File: config.mk
export PLATFORM = sky130hd
export DESIGN_NAME = fp_norm_round
export DESIGN_NICKNAME = d
export VERILOG_FILES = /design/src/rtl/fp_norm_round.sv
export SDC_FILE = /design/constraint.sdc
export NUM_CORES = 1
export LEC_CHECK = 0
export CORE_MARGIN = 2
export CORE_UTILIZATION = 55
export DETAILED_ROUTE_END_ITERATION = 8
export PLACE_DENSITY = 0.86
export SLEW_MARGIN = 30
export SYNTH_ARGS = -nofsm -noshare
export SYNTH_HDL_FRONTEND = slang
export SYNTH_SLANG_ARGS = --single-unit
export TNS_END_PERCENT = 30
File: constraint.sdc
create_clock -name clk -period 8.3 [get_ports clk]
set_input_delay 2.075 -clock clk [delete_from_list [all_inputs] [get_ports clk]]
set_output_delay 2.075 -clock clk [all_outputs]
set_load 0.02 [all_outputs]
File: src/rtl/fp_norm_round.sv
// fp_norm_round: 3-stage normalize / round-to-nearest-even stage behind the mantissa adder.
// Define FP_NORM_OVF_SAT_EN to saturate overflow to the largest finite value instead of infinity.
module fp_norm_round #(
  parameter int SUM_W  = 51,
  parameter int FRAC_W = 48,
  parameter int EXP_W  = 11
) (
  input  logic              clk,
  input  logic              rst,
  input  logic              in_valid,
  output logic              in_ready,
  input  logic              in_sign,
  input  logic [EXP_W-1:0]  in_exp,
  input  logic              in_carry,
  input  logic [SUM_W-1:0]  in_sum,
  input  logic              in_sticky,
  output logic              out_valid,
  input  logic              out_ready,
  output logic              out_sign,
  output logic [EXP_W-1:0]  out_exp,
  output logic [FRAC_W-1:0] out_frac,
  output logic              out_ovf,
  output logic              out_uf,
  output logic              out_inexact
);
  localparam int LZC_W = $clog2(SUM_W + 1);
  localparam int XW    = EXP_W + 1;
  localparam logic [XW-1:0] EXP_INF = {1'b0, {EXP_W{1'b1}}};

  // Pipeline control: each stage loads when empty or when its contents move on.
  logic v1, v2, v3;
  logic en1, en2, en3;
  assign en3       = !v3 || out_ready;
  assign en2       = !v2 || en3;
  assign en1       = !v1 || en2;
  assign in_ready  = en1;
  assign out_valid = v3;

  // Stage 1 registers
  logic [SUM_W-1:0] s1_n;
  logic [XW-1:0]    s1_exp;
  logic [LZC_W-1:0] s1_lzc;
  logic             s1_sticky, s1_carry, s1_sign;
  // Stage 2 registers
  logic [SUM_W-1:0] s2_n;
  logic [XW-1:0]    s2_exp;
  logic             s2_sticky, s2_uf, s2_sign;

  // Align: carry-out shifts right by one; otherwise count leading zeros for the left shift.
  logic [SUM_W-1:0] a_n;
  logic [XW-1:0]    a_exp;
  logic [LZC_W-1:0] a_lzc;
  logic             a_sticky;
  always_comb begin
    // NOTE: combinational blocks use blocking assignments with every output defaulted first, so no latch is inferred.
    a_lzc = LZC_W'(SUM_W);
    for (int i = 0; i < SUM_W; i++)
      if (in_sum[i]) a_lzc = LZC_W'(SUM_W - 1 - i);
    if (in_carry) begin
      a_n      = {1'b1, in_sum[SUM_W-1:1]};
      a_sticky = in_sticky | in_sum[0];
      a_exp    = XW'(in_exp) + XW'(1);
    end else begin
      a_n      = in_sum;
      a_sticky = in_sticky;
      a_exp    = XW'(in_exp);
    end
  end

  // Shift: zero detection, underflow flush, then normalizing left shift.
  logic [SUM_W-1:0] b_n;
  logic [XW-1:0]    b_exp;
  logic             b_sticky, b_uf;
  always_comb begin
    b_n      = s1_n;
    b_exp    = s1_exp;
    b_sticky = s1_sticky;
    b_uf     = 1'b0;
    if (!s1_carry) begin
      if (s1_n == '0 && !s1_sticky) begin
        b_exp = '0;
      end else if (XW'(s1_lzc) >= s1_exp) begin
        b_n      = '0;
        b_exp    = '0;
        b_sticky = 1'b0;
        b_uf     = 1'b1;
      end else begin
        b_n   = s1_n << s1_lzc;
        b_exp = s1_exp - XW'(s1_lzc);
      end
    end
  end

  // Round to nearest even; lsb/guard/round sit in n[2:0].
  logic              c_up, c_fcarry, c_ovf, c_inexact;
  logic [FRAC_W-1:0] c_frac_sum, c_frac;
  logic [XW-1:0]     c_exp_r;
  logic [EXP_W-1:0]  c_exp;
  always_comb begin
    c_up                     = s2_n[1] & (s2_n[0] | s2_sticky | s2_n[2]);
    {c_fcarry, c_frac_sum}   = {1'b0, s2_n[SUM_W-2:2]} + (FRAC_W + 1)'(c_up);
    c_exp_r                  = s2_exp + XW'(c_fcarry);
    c_ovf                    = c_exp_r >= EXP_INF;
    c_inexact                = s2_n[1] | s2_n[0] | s2_sticky | s2_uf | c_ovf;
    c_exp                    = c_exp_r[EXP_W-1:0];
    c_frac                   = c_frac_sum;
    if (c_ovf) begin
`ifdef FP_NORM_OVF_SAT_EN
      c_exp  = {{(EXP_W-1){1'b1}}, 1'b0};
      c_frac = '1;
`else
      c_exp  = '1;
      c_frac = '0;
`endif
    end
  end

  // Valid bits and visible outputs are reset; outputs load only with a real beat.
  always_ff @(posedge clk) begin
    // NOTE: sequential state uses non-blocking assignments so every register samples pre-edge values.
    if (rst) begin
      v1          <= 1'b0;
      v2          <= 1'b0;
      v3          <= 1'b0;
      out_sign    <= 1'b0;
      out_exp     <= '0;
      out_frac    <= '0;
      out_ovf     <= 1'b0;
      out_uf      <= 1'b0;
      out_inexact <= 1'b0;
    end else begin
      if (en1) v1 <= in_valid;
      if (en2) v2 <= v1;
      if (en3) v3 <= v2;
      if (en3 && v2) begin
        out_sign    <= s2_sign;
        out_exp     <= c_exp;
        out_frac    <= c_frac;
        out_ovf     <= c_ovf;
        out_uf      <= s2_uf;
        out_inexact <= c_inexact;
      end
    end
  end

  // NOTE: datapath stage registers carry no reset; their contents are only consumed under a set valid bit.
  always_ff @(posedge clk) begin
    if (en1 && in_valid) begin
      s1_n      <= a_n;
      s1_exp    <= a_exp;
      s1_lzc    <= a_lzc;
      s1_sticky <= a_sticky;
      s1_carry  <= in_carry;
      s1_sign   <= in_sign;
    end
    if (en2 && v1) begin
      s2_n      <= b_n;
      s2_exp    <= b_exp;
      s2_sticky <= b_sticky;
      s2_uf     <= b_uf;
      s2_sign   <= s1_sign;
    end
  end

endmodule

=== Word level (Yosys, flattened, before mapping) ===
Index checks and enable logic that the tools add are counted.

* Register bits: 203
* Input bits: 69
* Output and inout bits: 65
* Logic and storage cells: 125

* $add $sub $neg: 4
* Order comparisons: 2
* Shifts and indexed selects: 1
* Muxes and demuxes: 65
* Bitwise logic cells: 8
* Reductions and logical operators: 18

{| class="wikitable"
|+ Operators with widths
! kind !! count
|-
| 50-bit two-way mux || 4
|-
| 6-bit two-way mux || 18
|-
| 5-bit two-way mux || 16
|-
| 51-bit logical NOT || 1
|-
| 51-bit by 6-bit << shifter with 50-bit output || 1
|-
| 48-bit by 1-bit adder with 49-bit output || 1
|-
| 48-bit two-way mux || 1
|-
| 12-bit two-way mux || 3
|-
| 4-bit two-way mux || 8
|-
| 32-bit OR reduction || 1
|-
| 11-bit two-way mux || 2
|-
| 16-bit OR reduction || 1
|-
| 11-bit by 1-bit adder with 12-bit output (second input constant) || 1
|-
| 12-bit by 1-bit adder with 12-bit output || 1
|-
| 12-bit by 11-bit >= comparator with 1-bit output (second input constant) || 1
|-
| 6-bit by 12-bit >= comparator with 1-bit output || 1
|-
| 3-bit two-way mux || 4
|-
| 12-bit by 6-bit subtractor with 12-bit output || 1
|-
| 8-bit OR reduction || 1
|-
| 1-bit two-way mux || 7
|-
| 1-bit bitwise OR || 7
|-
| 1-bit logical AND || 4
|-
| 1-bit logical NOT || 4
|-
| 2-bit two-way mux || 2
|-
| 4 further kinds || 7
|}

=== Logic depth before layout (Yosys ltp) ===
Gate-level depths: netlist (run 1).

* Word-level depth: 50
* Depth in mapped cells: 16
* Mapped depth without buffers: 14

=== Least setup slack after synthesis (run 1) ===
No wires, ideal clock.

* Path kind: input port to flip-flop
* Start point: in out_ready
* End point: reg s2_exp[0] (enable)
* Library setup time: 587 ps
* Arrival time: 7,019 ps
* Data required time: 7,713 ps
* Slack: 694 ps
* Stages on the path: 3
* Buffers on the path: 1
* Cell sequence: nor2b_1 -> clkbuf_1 -> a21boi_0

* Cells in the longest elaborated chain, start to end: 3

{| class="wikitable"
|+ RTL lines
! item !! line !! source
|-
| from (decl) || 18 || <nowiki>input logic out_ready,</nowiki>
|-
| 1-bit logical OR || 33 || <nowiki>assign en3 = !v3 || out_ready;</nowiki>
|-
| 1-bit logical OR || 34 || <nowiki>assign en2 = !v2 || en3;</nowiki>
|-
| 1-bit logical AND || 156 || <nowiki>if (en2 && v1) begin</nowiki>
|-
| to (signal assigned) || 158 || <nowiki>s2_exp <= b_exp;</nowiki>
|-
| to (decl) || 46 || <nowiki>logic [XW-1:0] s2_exp;</nowiki>
|}

Every way passes these cells.
A chain may end at the register's enable or synchronous reset.

=== Final worst setup path (run 1) ===
* Start point: in out_ready
* End point: out in_ready

* Cells in the longest elaborated chain, start to end: 3

{| class="wikitable"
|+ RTL lines
! item !! line !! source
|-
| 1-bit logical OR || 33 ||
|-
| 1-bit logical OR || 34 ||
|-
| 1-bit logical OR || 35 || <nowiki>assign en1 = !v1 || en2;</nowiki>
|-
| to (decl) || 11 || <nowiki>output logic in_ready,</nowiki>
|}

Every way passes these cells.

==> flow_summary.json, run 1 <==
{
  "relSlewSlack_pct": 31.9,
  "yosysTopAreaCellShare_pct": 29.8,
  "hp-start": "s1_sign",
  "yosysSeqAreaShare_pct": 39.4,
  "post_cts_resized": 0,
  "finClkSkew_ps": 11.2,
  "syn_to_final_growth_pct": 15.5,
  "status": "finished, final reports clean",
  "ios": 134,
  "synth_area_leaders": "edfxtp_1 (30%), dfxtp_1 (9.6%), mux4_2 (7.7%)",
  "io_buffer_count": 133,
  "finalCriticalPeriod_ps": 5900,
  "path_clk_slew_ps": 60,
  "postCtsSetupBuffers": 0,
  "yosys_warnings": 0,
  "fin_nets": 1564,
  "syn_avg_cell_area_um2": 9.86,
  "post-route-util_pct": 65.1,
  "fmax_mhz": 170,
  "crit_arrival_ps": 3820,
  "post-dp-hpwl_mm": 30.5,
  "setup_violations": 0,
  "holdCritPathClass": "reg2reg",
  "wl_met1_mm": 16.7,
  "diodes": 0,
  "tns_ps": 0,
  "dieArea_um2": 26400,
  "first_global_vias": 11326,
  "critPathRequiredTime_ps": 6230,
  "slowest_stage": "clkdlybuf4s50_1",
  "cts_root_buf": "clkbuf_16",
  "viasPerCell": 6.61,
  "cts_hold_buf": 0,
  "met2_length_mm": 18.9,
  "cts-buffers-inserted": 21,
  "yosys-mux-area-fraction_pct": 19.4,
  "layout-drive-gt1-share_pct": 11.9,
  "synthFlopType": "edfxtp_1",
  "start_util_pct": 56.4,
  "timing.critical_path.mode_cell": "clkdlybuf4s50_1",
  "final_common_cell": "nand2_1",
  "crit_family": "buffers and inverters",
  "wl_mm": 41.9,
  "grt_max_degree": 73,
  "start_kind": "input port",
  "finalPower_mw": 2.84,
  "period_share_pct": 71.0,
  "dr.max_layer_used": "met4",
  "ant_nets": 0,
  "stdcell_area_um2": 15900,
  "cp_slowest_stage_delay_ps": 580,
  "yosysUniqueCellTypes": 73,
  "wl_per_cell_um": 23.0,
  "synth_edf_count": 137,
  "drt_pre_antenna_iters": 7,
  "maxCapViolations": 0,
  "ir_drop_mv": 0.119,
  "async_flop_share_pct": 0,
  "yosysTopAreaCell": "edfxtp_1",
  "synth_top_family_by_area": "multiplexers",
  "rows": 57,
  "cts_tree": "built",
  "crit_chain": "clkdlybuf4s50_1, nor2b_1, nand3_1, clkdlybuf4s50_1",
  "fp.dieW_um": 162,
  "ys_ff_latch": 203,
  "cts_max_level": 1,
  "crit-reg2reg-launch": "s2_n[1]",
  "critPathBufInv": 2,
  "core_um2": 24500,
  "synth_fa_ha_area_share_pct": 1.05,
  "synthSimpleGateAreaFrac_pct": 16.4,
  "gp_congestion": 1.05,
  "layout.cells.most_common_list": "nand2_1 (165), edfxtp_1 (137), clkdlybuf4s50_1 (132)",
  "drc": 0,
  "powerDensity_nw_per_um2": 178,
  "antenna_found_initial": 0,
  "drt_iter0_drc": 1550,
  "fp.dieH_um": 162,
  "clkSinkCount": 203,
  "clock_latency_ps": 500,
  "path_max_fanout": 8,
  "synth-xor-area-share_pct": 4.00,
  "worstSetupStartpoint": "out_ready",
  "grt_pass1_wl_mm": 64.5,
  "syn_nets": 1479,
  "tightest_slew_ps": 1020,
  "syn_inst": 1399,
  "clock_path_buffers": 3,
  "rsz0062_at_grt": "no",
  "slew_viol_final": 0,
  "leakage_nw": 5.57,
  "hold_slack_ps": 433,
  "dr_wl_met3_mm": 3.85,
  "gr-total-overflow": 0,
  "hold_viol_final": 0,
  "netlist_area_um2": 13800,
  "dr_total_vias": 12047,
  "post_dp_cell_area_um2": 15300,
  "grt_usage_pct": 31.5,
  "critPathCaptureType": "output pin",
  "crit_type": "in2out",
  "synth-compound-area-share_pct": 15.8
}
synth_stat cells (6+ instances only):
library cell / n
nor2_1: 99
mux2_2: 68
o21ai_1: 20
inv_1: 27
or4_1: 8
or3_1: 10
nand4_1: 19
nor3_1: 26
o31ai_1: 7
and3_1: 19
and2_1: 9
o21ai_0: 100
a22oi_1: 17
xnor2_1: 22
edfxtp_1: 137
clkbuf_1: 48
xor2_1: 41
buf_1: 8
dfxtp_1: 66
ha_1: 10
o22ai_1: 8
buf_4: 8
a211oi_1: 18
nor2b_1: 14
buf_2: 22
a21oi_1: 44
a221o_1: 10
and4_1: 9
o211ai_1: 8
nor4_1: 31
a31oi_1: 17
nand2_1: 165
mux4_2: 47
a311oi_1: 6
nand3_1: 38
o21a_1: 6
mux2i_1: 85
a22o_1: 28
cells by family (layout without fill, tap and decap cells):
logic type                 Yosys count  count (layout)
and+or+nand+nor                    467             467
AOI/OAI and AO/OA                  332             332
DFF                                203             203
muxes                              200             200
buffers and inverters              123             222
xor gates and xnor gates            63              63
adders and majority gates           11              11
registers in the layout (all words and copies together) (netlist names):
| name | flops |
|---|---|
| v1 | 1 |
| out_valid | 1 |
| s2_sign | 1 |
| s2_uf | 1 |
| out_uf | 1 |
| s1_exp | 12 |
| s1_n | 51 |
| s2_exp | 12 |
| s1_sign | 1 |
| out_inexact | 1 |
| s2_sticky | 1 |
| s2_n | 50 |
| v2 | 1 |
| out_exp | 11 |
| s1_sticky | 1 |
| out_ovf | 1 |
| out_sign | 1 |
| s1_carry | 1 |
| out_frac | 48 |
| s1_lzc | 6 |
layout make-up:
class                      instances  area, um2
multi-input combinational       1073       7850
sequential                       203       5440
fill                            1980       8530
clock buffer                      28        566
tap                              324        405
inverter                          31        116
timing repair buffer             154       1480
clock inverter                     9       73.8
path summary, 6_finish.rpt:
| kind | to | cells after the start | slack, ps |
|---|---|---|---|
| worst min register to register | s2_sign | 0 | 430 |
| worst min-delay path | s2_sign | 0 | 430 |
| worst max register to register | out_frac[5] | 15 | 3740 |
| worst max-delay path | in_ready | 4 | 2400 |
metrics by stage:
step | cells | setup WS, ps
2_1_floorplan | 1399 | 694
3_3_place_gp | 1785 | 2430
3_5_place_dp | 1785 | 2420
4_1_cts | 1822 | 2410
5_1_grt | 1822 | 2270
6_report | 1822 | 2400
metal layers:
metal | vias to the layer above | GRT usage [%]
met2 | 720 | 50.0
met1 | 5654 | 42.8
met5 | - | 0
met4 | 0 | 15.8
met3 | 154 | 4.30
li1 | 5519 | -
where the power goes:
part	internal [mW]	leakage (nW)	switching [mW]
clock network	0.510	0.316	0.372
registers	1.16	1.85	0.107
logic	0.294	3.40	0.390
total	1.97	5.57	0.869
Note: power is estimated with default switching activity, not from simulation.
==> run 2: changes to the inputs <==
Clock period 8.3 ns to 6.2 ns, I/O delays scaled along.
==> run 2 against run 1 <==
Effect of this change: clock power grew 44%; routed wire length grew 1.7%; combinational power is 36% higher; global-route usage rose by 0.36 points; worst hold slack lost 7.5 ps; via count increased by 2.1%; clock-buffer cell count increased by 2; die area did not move; clock skew decreased by 1.6 ps; total power up 38%; critical endpoint unchanged; largest cell class unchanged.
==> flow_summary.json, run 2 (same netlist as run 1, synthesis figures left out) <==
{
  "cts_hold_buf": 0,
  "crit_type": "in2out",
  "start_util_pct": 56.4,
  "fp.dieW_um": 162,
  "cts-buffers-inserted": 22,
  "hold_viol_final": 0,
  "setup_violations": 0,
  "drc": 0,
  "critPathRequiredTime_ps": 4650,
  "setup_slack_ps": 1280,
  "fmax_mhz": 203,
  "rsz0062_at_grt": "no",
  "start_kind": "input port",
  "critPathCaptureType": "output pin",
  "grt_max_degree": 69,
  "endpoint": "in_ready",
  "fp.dieH_um": 162,
  "relSlewSlack_pct": 35.6,
  "slew_viol_final": 0,
  "gp_congestion": 1.08,
  "slowest_stage": "nor2b_1",
  "tns_ps": 0,
  "wl_per_cell_um": 23.3,
  "gr-total-overflow": 0,
  "fin_nets": 1573,
  "first_global_vias": 11405,
  "cts_max_level": 1,
  "drt_pre_antenna_iters": 8,
  "clock_latency_ps": 510,
  "period_share_pct": 79.4,
  "seqPwrFrac_pct": 43.7,
  "top_regs": "s1_n: 51 flops, s2_n: 50 flops, out_frac: 48 flops",
  "fillers": 1910,
  "status": "finished, final reports clean",
  "syn_to_final_growth_pct": 16.5,
  "clkSinkCount": 203,
  "worstSetupStartpoint": "out_ready",
  "path_max_fanout": 8,
  "dr_total_vias": 12296,
  "cp_slowest_stage_delay_ps": 600,
  "reg2reg_slack_ps": 1760,
  "cts_tree": "built",
  "rr_endpoint": "out_frac[24]",
  "core_um2": 24500,
  "ant_nets": 0,
  "final_common_cell": "nand2_1",
  "crit_chain": "clkdlybuf4s50_1, nor2b_1, nand3_1, clkdlybuf4s50_1",
  "switchingPower_mw": 1.21,
  "maxCapViolations": 0,
  "antenna_found_initial": 1,
  "postCtsSetupBuffers": 0,
  "powerDensity_nw_per_um2": 243,
  "ir_drop_mv": 0.171,
  "dieArea_um2": 26400,
  "dp_slack_ps": 1290,
  "hp-start": "s1_sign",
  "viasPerCell": 6.71,
  "crit-reg2reg-launch": "s2_n[8]",
  "clock_power_share_pct": 32.5,
  "top_register": "s1_n",
  "clock_path_buffers": 3,
  "path_clk_slew_ps": 60,
  "diodes": 0,
  "ios": 134,
  "finClkSkew_ps": 9.61,
  "tightest_slew_ps": 964,
  "leakage_nw": 5.65,
  "crit_arrival_ps": 3370,
  "timing.critical_path.mode_cell": "clkdlybuf4s50_1",
  "io_buffer_count": 133,
  "layout.cells.most_common_list": "nand2_1 (165), edfxtp_1 (137), clkdlybuf4s50_1 (132)",
  "cts_root_buf": "clkbuf_16",
  "holdCritPathClass": "reg2reg",
  "grt_pass1_wl_mm": 65.2,
  "drt_iter0_drc": 1471,
  "layout-drive-gt1-share_pct": 12.6,
  "grt_usage_pct": 31.9,
  "wl_mm": 42.7,
  "post_cts_resized": 0,
  "worstRegToRegCells": 14,
  "swShare_pct": 31.0,
  "post-dp-hpwl_mm": 30.5,
  "finalCriticalPeriod_ps": 4920,
  "internal_power_mw": 2.69,
  "power_frac_comb_pct": 23.8,
  "rows": 57,
  "largest_reg_flops": 51
}
run 2: through the flow:
stage	instance area, um2	hold slack (ps)	power, mW	instances	util [%]
floorplan	13800	400	2.27	1399	-
global placement	15300	410	2.60	1792	62.7
detailed placement	15300	410	2.61	1792	62.7
CTS	16100	424	3.87	1832	65.6
global route	16100	436	4.03	1833	65.7
finish	16100	426	3.90	1833	65.7
run 2: worst min-delay path by stage:
stage | end | slack [ps] | cells after the start
after global placement | s2_sign | 410 | 0
after floorplan | s2_sign | 400 | 0
final | s2_sign | 430 | 0
after global routing | s2_sign | 440 | 0
after CTS | s2_sign | 420 | 0
after detailed placement | s2_sign | 410 | 0
run 2: worst max-delay path: cells and delay by family:
family        cells  cell delay (ps)
simple gates      2              830
buf+inv           2              990
run 2: cell type report:
cell class              count  area [um2]  area share [%]
clock buffers              30         644            4.01
clock inverters            10        62.6           0.389
flip-flops and latches    203        5440            33.8
multi-input cells        1073        7860            48.8
well taps                 324         405            2.52
inverters                  31         116           0.724
repair buffers            162        1560            9.72
run 2: power groups by stage:
| stage | clock, mW | combinational (mW) | sequential [mW] |
|---|---|---|---|
| finish | 1.27 | 0.928 | 1.70 |
| global route | 1.34 | 0.983 | 1.71 |
| CTS | 1.28 | 0.896 | 1.69 |
| detailed placement | 0 | 0.890 | 1.72 |
| global placement | 0 | 0.883 | 1.72 |
| floorplan | 0 | 0.607 | 1.67 |
run 2: routing by layer:
layer	track usage, %	wire length, um	vias to the layer above
met5	0	14	-
met4	16.8	2550	2
met3	5.55	4120	173
met2	50.8	19300	778
met1	42.0	16600	5799
li1	-	-	5544
